File: config.mk
export PLATFORM = sky130hd
export DESIGN_NAME = apb_mem_slave_flat
export DESIGN_NICKNAME = d
export VERILOG_FILES = /design/src/rtl/apb_mem_slave_if.sv /design/src/rtl/apb_mem_slave.sv /design/src/flat_wrapper.sv
export SDC_FILE = /design/constraint.sdc
export NUM_CORES = 1
export LEC_CHECK = 0
export ABC_CLOCK_PERIOD_IN_PS = 3500
export CAP_MARGIN = 30
export CORE_UTILIZATION = 40
export CTS_CLUSTER_DIAMETER = 50
export DETAILED_ROUTE_END_ITERATION = 10
export HOLD_SLACK_MARGIN = 0.03
export PLACE_DENSITY = 0.73
export RECOVER_POWER = 25
export SYNTH_ARGS = -nofsm -noshare
export SYNTH_HDL_FRONTEND = slang
export SYNTH_SLANG_ARGS = --single-unit
File: constraint.sdc
create_clock -name i_clk -period 3.5 [get_ports i_clk]
set_clock_uncertainty 0.05 [all_clocks]
set_input_delay 0.875 -clock i_clk [delete_from_list [all_inputs] [get_ports i_clk]]
set_output_delay 0.875 -clock i_clk [all_outputs]
set_load 0.02 [all_outputs]
File: src/rtl/apb_mem_slave_if.sv
// ---------------------------------------------------------------------------
// apb_mem_slave_if
//   Bundles the APB completer signals and the single-port memory strobes of
//   apb_mem_slave into one interface.
//   slave  modport : the completer (drives PRDATA/PREADY/PSLVERR and memory
//                    strobes, samples APB request and memory read data)
//   master modport : the APB requester plus the memory model (drives the APB
//                    request and memory read data, samples the rest)
//   Signals
//     i_psel, i_penable, i_pwrite   APB select / access phase / direction
//     i_paddr [PADDR_WIDTH]         APB byte address
//     i_pwdata [DATA_WIDTH]         APB write data
//     o_prdata [DATA_WIDTH]         APB read data
//     o_pready, o_pslverr           APB completion / error
//     o_mem_en, o_mem_wr            memory enable pulse / write select
//     o_mem_addr [ADDR_WIDTH]       memory word address
//     o_mem_data_w [DATA_WIDTH]     memory write data
//     i_mem_data_r [DATA_WIDTH]     memory read data (1-cycle latency)
// ---------------------------------------------------------------------------
interface apb_mem_slave_if #(
    parameter int unsigned ADDR_WIDTH  = 16,
    parameter int unsigned DATA_WIDTH  = 16,
    parameter int unsigned PADDR_WIDTH = 32
);
    logic                   i_psel;
    logic                   i_penable;
    logic                   i_pwrite;
    logic [PADDR_WIDTH-1:0] i_paddr;
    logic [DATA_WIDTH-1:0]  i_pwdata;
    logic [DATA_WIDTH-1:0]  o_prdata;
    logic                   o_pready;
    logic                   o_pslverr;
    logic                   o_mem_en;
    logic                   o_mem_wr;
    logic [ADDR_WIDTH-1:0]  o_mem_addr;
    logic [DATA_WIDTH-1:0]  o_mem_data_w;
    logic [DATA_WIDTH-1:0]  i_mem_data_r;

    modport slave (
        input  i_psel, i_penable, i_pwrite, i_paddr, i_pwdata, i_mem_data_r,
        output o_prdata, o_pready, o_pslverr,
        output o_mem_en, o_mem_wr, o_mem_addr, o_mem_data_w
    );

    modport master (
        output i_psel, i_penable, i_pwrite, i_paddr, i_pwdata, i_mem_data_r,
        input  o_prdata, o_pready, o_pslverr,
        input  o_mem_en, o_mem_wr, o_mem_addr, o_mem_data_w
    );
endinterface

File: src/rtl/apb_mem_slave.sv
// ---------------------------------------------------------------------------
// apb_mem_slave
//   APB3 completer in front of a synchronous single-port memory with a
//   registered 1-cycle read. Each APB transfer becomes exactly one memory
//   enable pulse (after WAIT_STATES optional wait cycles); reads wait out the
//   memory latency before PREADY. Addresses below BASE_ADDR, misaligned to the
//   data word, or beyond the memory window complete with PSLVERR and never
//   touch the memory.
//   Ports
//     i_clk   clock, rising edge
//     i_rst   asynchronous active-high reset
//     bus     apb_mem_slave_if.slave (APB request/response + memory strobes)
//   Parameters
//     ADDR_WIDTH   memory word-address width (depth 2^ADDR_WIDTH)
//     DATA_WIDTH   data width, multiple of 8 and a power of two
//     PADDR_WIDTH  APB byte-address width (>= ADDR_WIDTH + log2(DATA_WIDTH/8))
//     BASE_ADDR    byte address of memory word 0, word aligned
//     WAIT_STATES  extra cycles before each memory access (0..15)
// ---------------------------------------------------------------------------
module apb_mem_slave #(
    parameter int unsigned            ADDR_WIDTH  = 16,
    parameter int unsigned            DATA_WIDTH  = 16,
    parameter int unsigned            PADDR_WIDTH = 32,
    parameter logic [PADDR_WIDTH-1:0] BASE_ADDR   = '0,
    parameter int unsigned            WAIT_STATES = 0
) (
    input logic           i_clk,
    input logic           i_rst,
    apb_mem_slave_if.slave bus
);

    // Byte-lane bits of the APB address that select within one data word.
    localparam int unsigned            ALIGN      = $clog2(DATA_WIDTH / 8);
    localparam logic [PADDR_WIDTH-1:0] ALIGN_MASK = PADDR_WIDTH'((1 << ALIGN) - 1);
    localparam logic [3:0]             WS_LOAD    = 4'(WAIT_STATES);

    localparam logic [2:0] S_IDLE   = 3'd0;
    localparam logic [2:0] S_WAIT   = 3'd1;
    localparam logic [2:0] S_MEM    = 3'd2;
    localparam logic [2:0] S_RDWAIT = 3'd3;
    localparam logic [2:0] S_RESP   = 3'd4;

    // -----------------------------------------------------------------------
    // Address decode (only meaningful in the setup cycle)
    // -----------------------------------------------------------------------
    logic [PADDR_WIDTH-1:0] dec_off;
    logic [PADDR_WIDTH-1:0] dec_word_full;
    logic [ADDR_WIDTH-1:0]  dec_word;
    logic                   dec_below;
    logic                   dec_misal;
    logic                   dec_oow;
    logic                   dec_err;

    assign dec_off       = bus.i_paddr - BASE_ADDR;
    assign dec_word_full = dec_off >> ALIGN;
    assign dec_word      = dec_word_full[ADDR_WIDTH-1:0];
    // Offset wraps when paddr < BASE_ADDR, so the compare has to be explicit.
    assign dec_below     = bus.i_paddr < BASE_ADDR;
    assign dec_misal     = (dec_off & ALIGN_MASK) != '0;
    // Any word-index bit above the window means the access misses the memory.
    assign dec_oow       = (dec_word_full >> ADDR_WIDTH) != '0;
    assign dec_err       = dec_below | dec_misal | dec_oow;

    // -----------------------------------------------------------------------
    // State
    // -----------------------------------------------------------------------
    logic [2:0]            state_q,      state_d;
    logic [3:0]            cnt_q,        cnt_d;
    logic                  wr_q,         wr_d;
    logic [ADDR_WIDTH-1:0] addr_q,       addr_d;
    logic [DATA_WIDTH-1:0] wdata_q,      wdata_d;
    logic                  err_q,        err_d;
    logic [DATA_WIDTH-1:0] prdata_q,     prdata_d;
    logic                  pready_q,     pready_d;
    logic                  pslverr_q,    pslverr_d;
    logic                  mem_en_q,     mem_en_d;
    logic                  mem_wr_q,     mem_wr_d;
    logic [ADDR_WIDTH-1:0] mem_addr_q,   mem_addr_d;
    logic [DATA_WIDTH-1:0] mem_wdata_q,  mem_wdata_d;

    // -----------------------------------------------------------------------
    // Next-state logic
    // -----------------------------------------------------------------------
    always_comb begin
        state_d     = state_q;
        cnt_d       = cnt_q;
        wr_d        = wr_q;
        addr_d      = addr_q;
        wdata_d     = wdata_q;
        err_d       = err_q;
        prdata_d    = prdata_q;
        pready_d    = 1'b0;
        pslverr_d   = 1'b0;
        mem_en_d    = 1'b0;
        mem_wr_d    = mem_wr_q;
        mem_addr_d  = mem_addr_q;
        mem_wdata_d = mem_wdata_q;

        case (state_q)
            S_IDLE: begin
                // Only a genuine setup phase starts a transfer; an access
                // phase with no preceding setup is ignored.
                if (bus.i_psel && !bus.i_penable) begin
                    wr_d    = bus.i_pwrite;
                    addr_d  = dec_word;
                    wdata_d = bus.i_pwdata;
                    err_d   = dec_err;
                    cnt_d   = WS_LOAD;
                    if (dec_err)
                        state_d = S_RESP;
                    else if (WAIT_STATES != 0)
                        state_d = S_WAIT;
                    else
                        state_d = S_MEM;
                end
            end

            S_WAIT: begin
                cnt_d = cnt_q - 4'd1;
                if (!bus.i_psel)
                    state_d = S_IDLE;
                else if (cnt_q == 4'd1)
                    state_d = err_q ? S_RESP : S_MEM;
            end

            S_MEM: begin
                // The memory already sees this cycle's enable; an abort here
                // cannot cancel a write.
                if (!bus.i_psel)
                    state_d = S_IDLE;
                else
                    state_d = wr_q ? S_RESP : S_RDWAIT;
            end

            S_RDWAIT: begin
                if (!bus.i_psel) begin
                    state_d = S_IDLE;
                end else begin
                    prdata_d = bus.i_mem_data_r;
                    state_d  = S_RESP;
                end
            end

            S_RESP: begin
                state_d = S_IDLE;
            end

            default: begin
                state_d = S_IDLE;
            end
        endcase

        // Outputs are registered, so they are loaded on entry to the state
        // that presents them. Memory strobes come from the *_d copies because
        // a zero-wait transfer enters MEM in the same edge it latches fields.
        if (state_d == S_MEM) begin
            mem_en_d    = 1'b1;
            mem_wr_d    = wr_d;
            mem_addr_d  = addr_d;
            mem_wdata_d = wdata_d;
        end

        if (state_d == S_RESP) begin
            pready_d  = 1'b1;
            pslverr_d = err_d;
            if (err_d && !wr_d)
                prdata_d = '0;
        end
    end

    // -----------------------------------------------------------------------
    // Registers
    // -----------------------------------------------------------------------
    always_ff @(posedge i_clk or posedge i_rst) begin
        if (i_rst) begin
            state_q     <= S_IDLE;
            cnt_q       <= '0;
            wr_q        <= 1'b0;
            addr_q      <= '0;
            wdata_q     <= '0;
            err_q       <= 1'b0;
            prdata_q    <= '0;
            pready_q    <= 1'b0;
            pslverr_q   <= 1'b0;
            mem_en_q    <= 1'b0;
            mem_wr_q    <= 1'b0;
            mem_addr_q  <= '0;
            mem_wdata_q <= '0;
        end else begin
            state_q     <= state_d;
            cnt_q       <= cnt_d;
            wr_q        <= wr_d;
            addr_q      <= addr_d;
            wdata_q     <= wdata_d;
            err_q       <= err_d;
            prdata_q    <= prdata_d;
            pready_q    <= pready_d;
            pslverr_q   <= pslverr_d;
            mem_en_q    <= mem_en_d;
            mem_wr_q    <= mem_wr_d;
            mem_addr_q  <= mem_addr_d;
            mem_wdata_q <= mem_wdata_d;
        end
    end

    assign bus.o_prdata     = prdata_q;
    assign bus.o_pready     = pready_q;
    assign bus.o_pslverr    = pslverr_q;
    assign bus.o_mem_en     = mem_en_q;
    assign bus.o_mem_wr     = mem_wr_q;
    assign bus.o_mem_addr   = mem_addr_q;
    assign bus.o_mem_data_w = mem_wdata_q;

endmodule

File: src/flat_wrapper.sv
// flat-port wrapper written by rule: the top's interface ports become plain ports
module apb_mem_slave_flat 
#(
    parameter int unsigned            ADDR_WIDTH  = 16,
    parameter int unsigned            DATA_WIDTH  = 16,
    parameter int unsigned            PADDR_WIDTH = 32,
    parameter logic [PADDR_WIDTH-1:0] BASE_ADDR   = '0,
    parameter int unsigned            WAIT_STATES = 0
)
  (i_clk, i_rst, bus_i_psel, bus_i_penable, bus_i_pwrite, bus_i_paddr, bus_i_pwdata, bus_i_mem_data_r, bus_o_prdata, bus_o_pready, bus_o_pslverr, bus_o_mem_en, bus_o_mem_wr, bus_o_mem_addr, bus_o_mem_data_w);
  apb_mem_slave_if #(.ADDR_WIDTH(ADDR_WIDTH), .DATA_WIDTH(DATA_WIDTH), .PADDR_WIDTH(PADDR_WIDTH)) bus_i ();
  input logic i_clk;
  input logic i_rst;
  input wire logic [$bits(bus_i.i_psel)-1:0] bus_i_psel;
  input wire logic [$bits(bus_i.i_penable)-1:0] bus_i_penable;
  input wire logic [$bits(bus_i.i_pwrite)-1:0] bus_i_pwrite;
  input wire logic [$bits(bus_i.i_paddr)-1:0] bus_i_paddr;
  input wire logic [$bits(bus_i.i_pwdata)-1:0] bus_i_pwdata;
  input wire logic [$bits(bus_i.i_mem_data_r)-1:0] bus_i_mem_data_r;
  output wire logic [$bits(bus_i.o_prdata)-1:0] bus_o_prdata;
  output wire logic [$bits(bus_i.o_pready)-1:0] bus_o_pready;
  output wire logic [$bits(bus_i.o_pslverr)-1:0] bus_o_pslverr;
  output wire logic [$bits(bus_i.o_mem_en)-1:0] bus_o_mem_en;
  output wire logic [$bits(bus_i.o_mem_wr)-1:0] bus_o_mem_wr;
  output wire logic [$bits(bus_i.o_mem_addr)-1:0] bus_o_mem_addr;
  output wire logic [$bits(bus_i.o_mem_data_w)-1:0] bus_o_mem_data_w;
  assign bus_i.i_psel = bus_i_psel;
  assign bus_i.i_penable = bus_i_penable;
  assign bus_i.i_pwrite = bus_i_pwrite;
  assign bus_i.i_paddr = bus_i_paddr;
  assign bus_i.i_pwdata = bus_i_pwdata;
  assign bus_i.i_mem_data_r = bus_i_mem_data_r;
  assign bus_o_prdata = bus_i.o_prdata;
  assign bus_o_pready = bus_i.o_pready;
  assign bus_o_pslverr = bus_i.o_pslverr;
  assign bus_o_mem_en = bus_i.o_mem_en;
  assign bus_o_mem_wr = bus_i.o_mem_wr;
  assign bus_o_mem_addr = bus_i.o_mem_addr;
  assign bus_o_mem_data_w = bus_i.o_mem_data_w;
  apb_mem_slave #(.ADDR_WIDTH(ADDR_WIDTH), .DATA_WIDTH(DATA_WIDTH), .PADDR_WIDTH(PADDR_WIDTH), .BASE_ADDR(BASE_ADDR), .WAIT_STATES(WAIT_STATES)) u_core (.i_clk(i_clk), .i_rst(i_rst), .bus(bus_i));
endmodule
==> impl_results.md <==
* CTS Hold Bufs at 0
* Antenna-violating nets left at 0
* 1st-pass router iterations at 5
* RePlAce Congestion at 0.795
* Initial antenna violation count at 0
* Total Negative Setup Slacks at 0 ns
* Number of synthesized register bits at 93
* Leading area contributor after synthesis: dfrtp_1
* Largest net degree at the start of global routing at 50
* Post-Syn Area at 4060 um^2
* Die area at 10600 um^2
* Startpoint Class: primary input
* Final Hold Viols at 0
* Count of cell types in the netlist at 36
* Post-synth top cells: nand2_1 (135), dfrtp_1 (93), o21a_1 (34), o32a_1 (33), clkbuf_1 (12)
* Hold WS at 0.434 ns
* CTS Buf Count at 9
* CP arrival at 2.99 ns
* Core footprint at 9820 um^2
* Leakage at 2.41 nW
* Ant diodes at 0
* Grt ovf at 0
* Register area share after synthesis at 57.3%
* Synthesis-to-finish area growth at 36.4%
* Critical Path Max Stage Delay at 0.53 ns
* Cells after Synth at 390
* Crit. End Element: flop
* Clock Sinks at 93
* # DRC at 0
* WL/cell at 14.8 um
* Vias in the first global route at 3281
* First-pass GRT wire length at 15400 um
* Critical Path RT at 3.69 ns
* Syn_nets at 461
* Detailed placer's ending HPWL at 6620 um
* Clock tree from TritonCTS: yes
* Total GRT Usage at 18.9%
* Clk buf depth at 2
* Final Cycle Share at 79.9%
* Fin nets at 575
* Max Slew Vio Count at 45
* Core Rows at 36
* Chip width at 103 um
* Clock Tree Root: clkbuf_8
* Post-Syn Area per Cell at 10.4 um^2
* Synth top area cells: dfrtp_1 (57%), nand2_1 (12%), o32a_1 (8.1%)
* # IOs at 121
* Normalized max-slew margin at -33.1%
* Max rail drop VDD at 0.000275 V
* Hold crit path type: reg -> reg
* Worst Path Max Fanout at 41
* Minimum clock period at 2.80 ns
* Ys async rst share at 100%
* Clock Latency Late Sink at 0.35 ns
* Violated checks: capacitance limit, slew limit
* Share of post-route cells with drive strength above 1 at 7.86%
* Synth Warn # at 0
* Post-CTS Setup Inserts at 0
* Vias at 3305
* Vias per inst at 5.15
* Post-synth EDFFs at 0
* CTS resizes at 0
* Die Height at 103 um
* Drt total wl at 9530 um
* Pwr dens at 362 nW/um^2
* Count leader, synth: nand2_1
* H-tree depth reported by CTS at 3
* Actual slew at the worst max-slew pin at 1.99 ns
* Most used DFF post-synth: dfrtp_1
* RSZ-0062 raised after global routing: false
* Port buffer count at 120
* CP cell instances: clkdlybuf4s50_1 -> nor3b_1 -> nand2_2 -> buf_12 -> o32a_1 -> o21a_1
* Slowest CP cell: clkdlybuf4s50_1
* Run status: finished, violations left
* Share of the synthesized area in the top cell type at 57.3%
* Crit Path Class: in -> reg
* Max cap viols at 1
* Initial DRC Count at 88
* Highest clock rate at 358 MHz
* Clock transition at path regs at 0.09 ns
* Setup violators final at 0
* Initial Util at 41.4%
==> final timing paths <==
| kind | startpoint | endpoint | slack (ns) | cells after the start |
|---|---|---|---|---|
| worst min register to register | u_core.addr_q[7] | u_core.addr_q[7] | 0.43 | 2 |
| worst min-delay path | u_core.addr_q[7] | u_core.addr_q[7] | 0.43 | 2 |
| worst max-delay path | bus_i_psel | u_core.bus.o_mem_data_w[8] | 0.70 | 6 |
| max in group asynchronous | i_rst | u_core.bus.o_prdata[15] | 1.03 | 3 |
| min in group asynchronous | i_rst | u_core.wdata_q[7] | 1.43 | 2 |
| worst max register to register | u_core.cnt_q[1] | u_core.bus.o_mem_data_w[2] | 1.09 | 7 |
==> logic make-up (layout without fill, tap and decap cells) <==
group	after synthesis	after routing	share of synthesized area, %
adder cells (fa/ha/maj)	2	2	0.616
flip-flops	93	93	57.3
AO/OA/AOI/OAI	98	98	20.0
buffers and inverters	31	150	4.43
AND/OR/NAND/NOR	165	165	17.4
multiplexers	1	1	0.246
==> power breakdown <==
| part | leakage (nW) | switching [mW] | internal, mW | total, mW |
|---|---|---|---|---|
| Clock | 0.0760 | 0.364 | 0.260 | 0.624 |
| Combinational | 1.09 | 0.103 | 0.114 | 0.217 |
| Sequential | 1.24 | 0.0321 | 1.13 | 1.17 |
| Total | 2.41 | 0.499 | 1.51 | 2.01 |
==> per-stage QoR <==
step                power, mW  area, um^2  worst slack (ns)  instances  utilization (%)
finish                   2.01        5540             0.705        642             56.4
global route             2.10        5540             0.630        642             56.4
CTS                      2.03        5550             0.831        642             56.5
detailed placement       1.41        5380             0.453        626             54.8
global placement         1.40        5380             0.501        626             54.8
floorplan                1.28        4060             0.155        390                -
==> routing by layer <==
layer,part of all wire [%],track usage (%),wire length (um),vias up
li1,-,-,-,1586
met1,42,22.8,4040,1630
met2,52,34.0,4980,87
met3,5.0,5.02,474,2
met4,0.44,3.58,42,0
met5,0,0,0,-
==> layout make-up <==
| cell class | instances | area, um^2 |
|---|---|---|
| inverter | 5 | 20.0 |
| multi-input combinational | 266 | 1550 |
| timing repair buffer | 129 | 1310 |
| clock buffer | 11 | 131 |
| sequential | 93 | 2330 |
| tap | 133 | 166 |
| fill | 908 | 4280 |
| clock inverter | 5 | 36.3 |
==> cells in the final DEF, fill, tap and decap left out, drive strengths merged, types with 2 or more instances in the layout <==
cell type / instances
nand2: 135
o32a: 33
a211o: 2
nor3: 3
clkinvlp: 4
nor4: 4
buf: 9
clkbuf: 11
a21oi: 20
and2: 2
clkdlybuf4s50: 119
nand3: 2
dfrtp: 93
o22ai: 3
ha: 2
inv: 5
nand2b: 2
nor2: 7
o21ai: 3
o21a: 34
or3b: 3
==> registers in the layout, summed over array words and instances (netlist names), 3 cells and up <==
register,flops
u_core.state_q,3
u_core.bus.o_prdata,16
u_core.wdata_q,16
u_core.cnt_q,4
u_core.addr_q,16
u_core.bus.o_mem_addr,16
u_core.bus.o_mem_data_w,16
==> worst max-delay path, delay by kind of cell <==
family | cells | cell delay, ns
buffers and inverters | 2 | 0.84
AOI/OAI and AO/OA | 2 | 0.46
and+or+nand+nor | 2 | 0.80
Note: power is estimated with default switching activity, not from simulation.
